### config.mk
export PLATFORM = sky130hd
export DESIGN_NAME = rv32_data_mem_bridge
export DESIGN_NICKNAME = d
export VERILOG_FILES = /design/src/rtl/rv32_mem_pkg.sv /design/src/rtl/rv32_wbuf_fifo.sv /design/src/rtl/rv32_data_mem_bridge.sv
export SDC_FILE = /design/constraint.sdc
export NUM_CORES = 1
export LEC_CHECK = 0
export CAP_MARGIN = 20
export CORE_ASPECT_RATIO = 0.5
export CORE_UTILIZATION = 51
export CTS_BUF_LIST = sky130_fd_sc_hd__clkbuf_8
export DETAILED_ROUTE_END_ITERATION = 8
export DONT_BUFFER_PORTS = 1
export GPL_ROUTABILITY_DRIVEN = 0
export GPL_TIMING_DRIVEN = 0
export PLACE_DENSITY = 0.66
export SYNTH_ARGS = -nofsm -noshare
export SYNTH_HDL_FRONTEND = slang
export SYNTH_SLANG_ARGS = --single-unit
### constraint.sdc
create_clock -name clk -period 10.47 [get_ports clk]
set_input_delay 3.141 -clock clk [delete_from_list [all_inputs] [get_ports clk]]
set_output_delay 3.141 -clock clk [all_outputs]
set_load 0.05 [all_outputs]
### src/rtl/rv32_mem_pkg.sv
// Shared types for the RV32 data-memory bridge: FSM states, write-buffer entry
// layout and the alignment check used on every core access.
package rv32_mem_pkg;

    typedef enum logic [1:0] {
        ST_IDLE    = 2'd0,
        ST_DRAIN   = 2'd1,
        ST_RD_REQ  = 2'd2,
        ST_RD_WAIT = 2'd3
    } bridge_state_e;

    typedef struct packed {
        logic [31:0] addr;
        logic [31:0] data;
    } wbuf_entry_t;

    localparam int WBUF_ENTRY_W = $bits(wbuf_entry_t);

    function automatic logic is_misaligned(input logic [1:0] addr_lo);
        return addr_lo != 2'b00;
    endfunction

endpackage

### src/rtl/rv32_wbuf_fifo.sv
// Posted-store FIFO: synchronous, power-of-two depth, head entry always visible.
// A push into a full FIFO is dropped even if a pop happens in the same cycle.
module rv32_wbuf_fifo
    import rv32_mem_pkg::*;
#(
    parameter int DEPTH = 4
) (
    input  logic        clk,
    input  logic        rst_n,
    input  logic        push,
    input  wbuf_entry_t push_entry,
    input  logic        pop,
    output wbuf_entry_t head_entry,
    output logic        full,
    output logic        empty,
    output logic        last_entry
);

    localparam int PW = (DEPTH > 1) ? $clog2(DEPTH) : 1;
    localparam int CW = PW + 1;
    localparam logic [CW-1:0] DEPTH_C = CW'(DEPTH);

    wbuf_entry_t   mem_q [DEPTH];
    wbuf_entry_t   mem_d [DEPTH];
    logic [PW-1:0] wr_ptr_q, wr_ptr_d;
    logic [PW-1:0] rd_ptr_q, rd_ptr_d;
    logic [CW-1:0] count_q, count_d;
    logic          do_push;
    logic          do_pop;

    always_comb begin
        full       = (count_q == DEPTH_C);
        empty      = (count_q == '0);
        last_entry = (count_q == CW'(1));
        do_push    = push & ~full;
        do_pop     = pop & ~empty;
        head_entry = mem_q[rd_ptr_q];

        mem_d    = mem_q;
        wr_ptr_d = wr_ptr_q;
        rd_ptr_d = rd_ptr_q;
        count_d  = count_q;

        if (do_push) begin
            mem_d[wr_ptr_q] = push_entry;
            wr_ptr_d        = wr_ptr_q + PW'(1);
        end
        if (do_pop) begin
            rd_ptr_d = rd_ptr_q + PW'(1);
        end

        case ({do_push, do_pop})
            2'b10:   count_d = count_q + CW'(1);
            2'b01:   count_d = count_q - CW'(1);
            default: count_d = count_q;
        endcase
    end

    always_ff @(posedge clk) begin
        if (!rst_n) begin
            wr_ptr_q <= '0;
            rd_ptr_q <= '0;
            count_q  <= '0;
        end else begin
            wr_ptr_q <= wr_ptr_d;
            rd_ptr_q <= rd_ptr_d;
            count_q  <= count_d;
        end
    end

    // Storage needs no reset: entries are only read once the count covers them.
    always_ff @(posedge clk) begin
        mem_q <= mem_d;
    end

endmodule

### src/rtl/rv32_data_mem_bridge.sv
// Bridges the core data port to a valid/ready bus: stores are posted through a
// write buffer, loads stall the core until data, misalignment or timeout.
module rv32_data_mem_bridge
    import rv32_mem_pkg::*;
#(
    parameter int WBUF_DEPTH = 4,
    parameter int TIMEOUT    = 255
) (
    input  logic        clk,
    input  logic        rst_n,
    input  logic        core_en,
    input  logic        core_rd,
    input  logic [31:0] core_addr,
    input  logic [31:0] core_wdata,
    output logic        core_stall,
    output logic [31:0] core_rdata,
    output logic        core_rdata_valid,
    output logic        core_err,
    output logic        bus_req_valid,
    input  logic        bus_req_ready,
    output logic        bus_req_we,
    output logic [31:0] bus_req_addr,
    output logic [31:0] bus_req_wdata,
    input  logic        bus_rsp_valid,
    input  logic [31:0] bus_rsp_rdata
);

    localparam int TW = $clog2(TIMEOUT + 1);
    localparam logic [TW-1:0] TIMEOUT_LAST = TW'(TIMEOUT - 1);

    bridge_state_e state_q, state_d;
    logic [31:0]   rd_addr_q, rd_addr_d;
    logic [TW-1:0] timer_q, timer_d;
    logic [31:0]   rdata_q, rdata_d;
    logic          rdata_valid_q, rdata_valid_d;
    logic          err_q, err_d;

    logic          accept;
    logic          misaligned;
    logic          wbuf_push;
    logic          wbuf_pop;
    logic          drain_active;
    wbuf_entry_t   wbuf_in;
    wbuf_entry_t   wbuf_head;
    logic          wbuf_full;
    logic          wbuf_empty;
    logic          wbuf_last;

    rv32_wbuf_fifo #(
        .DEPTH (WBUF_DEPTH)
    ) u_wbuf (
        .clk        (clk),
        .rst_n      (rst_n),
        .push       (wbuf_push),
        .push_entry (wbuf_in),
        .pop        (wbuf_pop),
        .head_entry (wbuf_head),
        .full       (wbuf_full),
        .empty      (wbuf_empty),
        .last_entry (wbuf_last)
    );

    // The buffer drains whenever no read owns the bus, so stores never wait on loads.
    always_comb begin
        core_stall   = (state_q != ST_IDLE) | (core_en & ~core_rd & wbuf_full);
        accept       = core_en & ~core_stall;
        misaligned   = is_misaligned(core_addr[1:0]);
        wbuf_push    = accept & ~core_rd & ~misaligned;
        wbuf_in.addr = core_addr;
        wbuf_in.data = core_wdata;

        drain_active  = ((state_q == ST_IDLE) | (state_q == ST_DRAIN)) & ~wbuf_empty;
        wbuf_pop      = drain_active & bus_req_ready;
        bus_req_valid = drain_active | (state_q == ST_RD_REQ);
        bus_req_we    = drain_active;
        bus_req_addr  = drain_active ? wbuf_head.addr : rd_addr_q;
        bus_req_wdata = drain_active ? wbuf_head.data : '0;
    end

    always_comb begin
        state_d       = state_q;
        rd_addr_d     = rd_addr_q;
        timer_d       = timer_q;
        rdata_d       = rdata_q;
        rdata_valid_d = 1'b0;
        err_d         = 1'b0;

        case (state_q)
            ST_IDLE: begin
                if (accept && misaligned) begin
                    err_d = 1'b1;
                    if (core_rd) begin
                        rdata_d       = '0;
                        rdata_valid_d = 1'b1;
                    end
                end else if (accept && core_rd) begin
                    rd_addr_d = core_addr;
                    state_d   = wbuf_empty ? ST_RD_REQ : ST_DRAIN;
                end
            end
            ST_DRAIN: begin
                if (wbuf_empty || (wbuf_pop && wbuf_last)) begin
                    state_d = ST_RD_REQ;
                end
            end
            ST_RD_REQ: begin
                if (bus_req_ready) begin
                    state_d = ST_RD_WAIT;
                    timer_d = '0;
                end
            end
            ST_RD_WAIT: begin
                timer_d = timer_q + TW'(1);
                // A response arriving on the final timeout cycle still counts.
                if (bus_rsp_valid) begin
                    rdata_d       = bus_rsp_rdata;
                    rdata_valid_d = 1'b1;
                    state_d       = ST_IDLE;
                end else if (timer_q == TIMEOUT_LAST) begin
                    rdata_d       = '0;
                    rdata_valid_d = 1'b1;
                    err_d         = 1'b1;
                    state_d       = ST_IDLE;
                end
            end
            default: begin
                state_d = ST_IDLE;
            end
        endcase
    end

    always_ff @(posedge clk) begin
        if (!rst_n) begin
            state_q       <= ST_IDLE;
            rd_addr_q     <= '0;
            timer_q       <= '0;
            rdata_q       <= '0;
            rdata_valid_q <= 1'b0;
            err_q         <= 1'b0;
        end else begin
            state_q       <= state_d;
            rd_addr_q     <= rd_addr_d;
            timer_q       <= timer_d;
            rdata_q       <= rdata_d;
            rdata_valid_q <= rdata_valid_d;
            err_q         <= err_d;
        end
    end

    assign core_rdata       = rdata_q;
    assign core_rdata_valid = rdata_valid_q;
    assign core_err         = err_q;

endmodule

==> impl_metrics.json, run 1 <==
{
  "outcome": "complete, no violations",
  "die_x_um": 233,
  "critPathRequiredTime_ns": 7.33,
  "yosys-top-cells-count": "edfxtp_1 (256), nand2_1 (137), dfxtp_1 (83), mux4_2 (64)",
  "synth_warnings": 0,
  "cts_tree": "built",
  "clockBufferDepth": 3,
  "cts.sinks": 339,
  "path_delay_family": "compound AO/OA/AOI/OAI gates",
  "fp.dieArea_sq_um": 27400,
  "min_path_type": "reg -> reg",
  "fin_total_pwr_mw": 2.96,
  "hpwl_mm": 17.6,
  "synth_area_sq_um": 13600,
  "root_buffer": "clkbuf_8",
  "pwr_density_cell_nw_per_um2": 197,
  "yosysMostFrequentCell": "edfxtp_1",
  "period_needed_ns": 7.43,
  "drive_gt1_frac": 0.204,
  "antenna_found_initial": 0,
  "p_leak_nw": 5.15,
  "postSynth.asyncResetShare": 0,
  "synth.distinct_cells": 42,
  "yosysTopAreaCellShare": 0.565,
  "netlist_instances": 826,
  "cts.clk_slew.worst_paths_ns": 0.07,
  "rsz0062_at_grt": "no",
  "multi_input_area_sq_um": 3940,
  "crit_chain": "or2_2 > o21ai_1",
  "io_buffers": 0,
  "yosysTopAreaCell": "edfxtp_1",
  "endpoint_kind": "primary output",
  "synthesis.nets": 944,
  "drtAntennaViolNets": 0,
  "ios": 203,
  "syn_to_final_growth_pct": 10.6,
  "grt_max_degree": 49,
  "grt_usage": 0.207,
  "routed-via-count": 6991,
  "htree_levels": 2,
  "ys.flop_type": "edfxtp_1",
  "cp_slowest_cell": "o21ai_1",
  "fillers": 1985,
  "avgSynthCellArea_sq_um": 16.5,
  "slowest_delay_ns": 0.84,
  "synthTopCellsByArea": "edfxtp_1 (57%), dfxtp_1 (12%), mux4_2 (11%), nand2_1 (3.8%), mux2_4 (3.1%)",
  "hold_viol_final": 0,
  "fin_nets": 997,
  "seqCellArea_sq_um": 9350,
  "worstPathArrival_ns": 4.29,
  "numCtsBuffers": 47,
  "hold_buffers": 0,
  "first_global_vias": 7356,
  "timing.final.crit_share": 0.710,
  "ys_seq_area_frac": 0.687,
  "rows": 41,
  "cts_resized": 0,
  "cp-start-kind": "input port",
  "relSlewSlack": 0.274,
  "tightest_slew_ns": 1.08,
  "first_iter_violations": 418,
  "avgViaCountPerCell": 5.55,
  "initial_core_util": 0.529,
  "max_cap_violations": 0,
  "slew_violations": 0,
  "synth_edf_count": 256,
  "setup_viol": 0,
  "grt_pass1_wl_mm": 42.6,
  "fin_skew_ns": 0.0207,
  "overflow": 0,
  "irDropWorstVdd_mv": 0.120,
  "clk_latency_ns": 0.56,
  "wl_per_cell_um": 22.0,
  "drt_pass1_iterations": 4,
  "core_area_sq_um": 25700,
  "ys_ff_latch": 339,
  "route.detailed.drc": 0,
  "crit_type": "in -> out",
  "path_buf_inv": 0,
  "diodes": 0,
  "timing.setup.tns_ns": 0,
  "cts_setup_buffers": 0,
  "wirelength_mm": 27.8,
  "dieHeight_um": 117,
  "cp_max_fo": 7,
  "max_freq_mhz": 134
}
-- worst paths after layout --
| kind | from | endpoint | slack, ns | depth (start not counted) |
|---|---|---|---|---|
| worst min register to register | rd_addr_q[2] | rd_addr_q[2] | 0.46 | 2 |
| worst max register to register | state_q[0] | u_wbuf.mem_q[52] | 7.75 | 7 |
| worst max-delay path | core_rd | core_stall | 3.04 | 2 |
| worst min-delay path | rd_addr_q[2] | rd_addr_q[2] | 0.46 | 2 |
-- state kept, by name (all words and copies together) (netlist names) --
name	count
u_wbuf.mem_q	256
core_rdata_valid	1
state_q	2
core_rdata	32
u_wbuf.count_q	3
timer_q	8
u_wbuf.wr_ptr_q	2
rd_addr_q	32
u_wbuf.rd_ptr_q	2
core_err	1
-- layout by cell type, fill, tap and decap left out, drive strengths merged, types with 3 or more instances in the layout --
cell type / instances
nor2: 7
buf: 26
o21ai: 10
a21boi: 31
xor2: 4
mux2i: 37
or2: 3
ha: 16
xnor2: 6
nor3: 3
mux4: 64
a21oi: 3
nand4: 6
and2: 12
inv: 30
and3: 37
nand2b: 3
clkinv: 12
dfxtp: 83
nand2: 137
clkbuf: 80
mux2: 33
edfxtp: 256
-- cell families (layout without fill, tap and decap cells) --
group                      Yosys count  count (layout)  share of synthesized area
DFF                                339             339                      0.687
adders and majority gates           16              16                     0.0147
muxes                              134             134                      0.168
buffers and inverters               59             149                     0.0239
xor gates and xnor gates            10              10                    0.00644
AOI/OAI and AO/OA                   50              50                     0.0251
and+or+nand+nor                    218             218                     0.0742
-- routing by layer --
metal	share of wire	track usage	up-vias
met5	0	0	-
met4	0.014	0.0486	0
met3	0.057	0.0550	37
met2	0.49	0.336	168
met1	0.44	0.280	3564
li1	-	-	3222
-- stage by stage --
step                instances  hold slack, ns  setup WS [ns]   util  area [sq um]
floorplan                 826           0.441           2.80      -         13600
global placement         1170           0.449           2.57  0.546         14000
detailed placement       1174           0.456           3.02  0.550         14100
CTS                      1260           0.465           3.02  0.585         15000
global route             1260           0.492           3.02  0.585         15000
finish                   1260           0.463           3.04  0.585         15000
-- layout make-up --
| type | count | share of cell area |
|---|---|---|
| Inverter | 11 | 0.00274 |
| Timing Repair Buffer | 4 | 0.00682 |
| Tap cell | 344 | 0.0286 |
| Multi-Input combinational cell | 428 | 0.262 |
| Buffer | 48 | 0.0189 |
| Clock inverter | 32 | 0.0105 |
| Clock buffer | 54 | 0.0494 |
| Sequential cell | 339 | 0.621 |
-- report_power, final --
part           internal, mW  switching (mW)
Clock                 0.496           0.484
Combinational         0.167           0.337
Sequential             1.47          0.0159
Note: power is estimated with default switching activity, not from simulation.
==> run 2: changes to the inputs <==
==> constraint.sdc (replaced) <==
create_clock -name clk -period 7.6 [get_ports clk]
set_input_delay 2.28 -clock clk [delete_from_list [all_inputs] [get_ports clk]]
set_output_delay 2.28 -clock clk [all_outputs]
set_load 0.05 [all_outputs]
==> results of run 2 <==
The final DEF is identical to that of run 1. Status: complete, no violations.
Main changes from that run: setup slack after placement 3.02 ns -> 1.88 ns; setup slack after layout 3.04 ns -> 1.89 ns; register-to-register setup slack 7.75 ns -> 4.88 ns; total power 2.96 mW -> 4.08 mW; worst IR drop on VDD 0.120 mV -> 0.165 mV
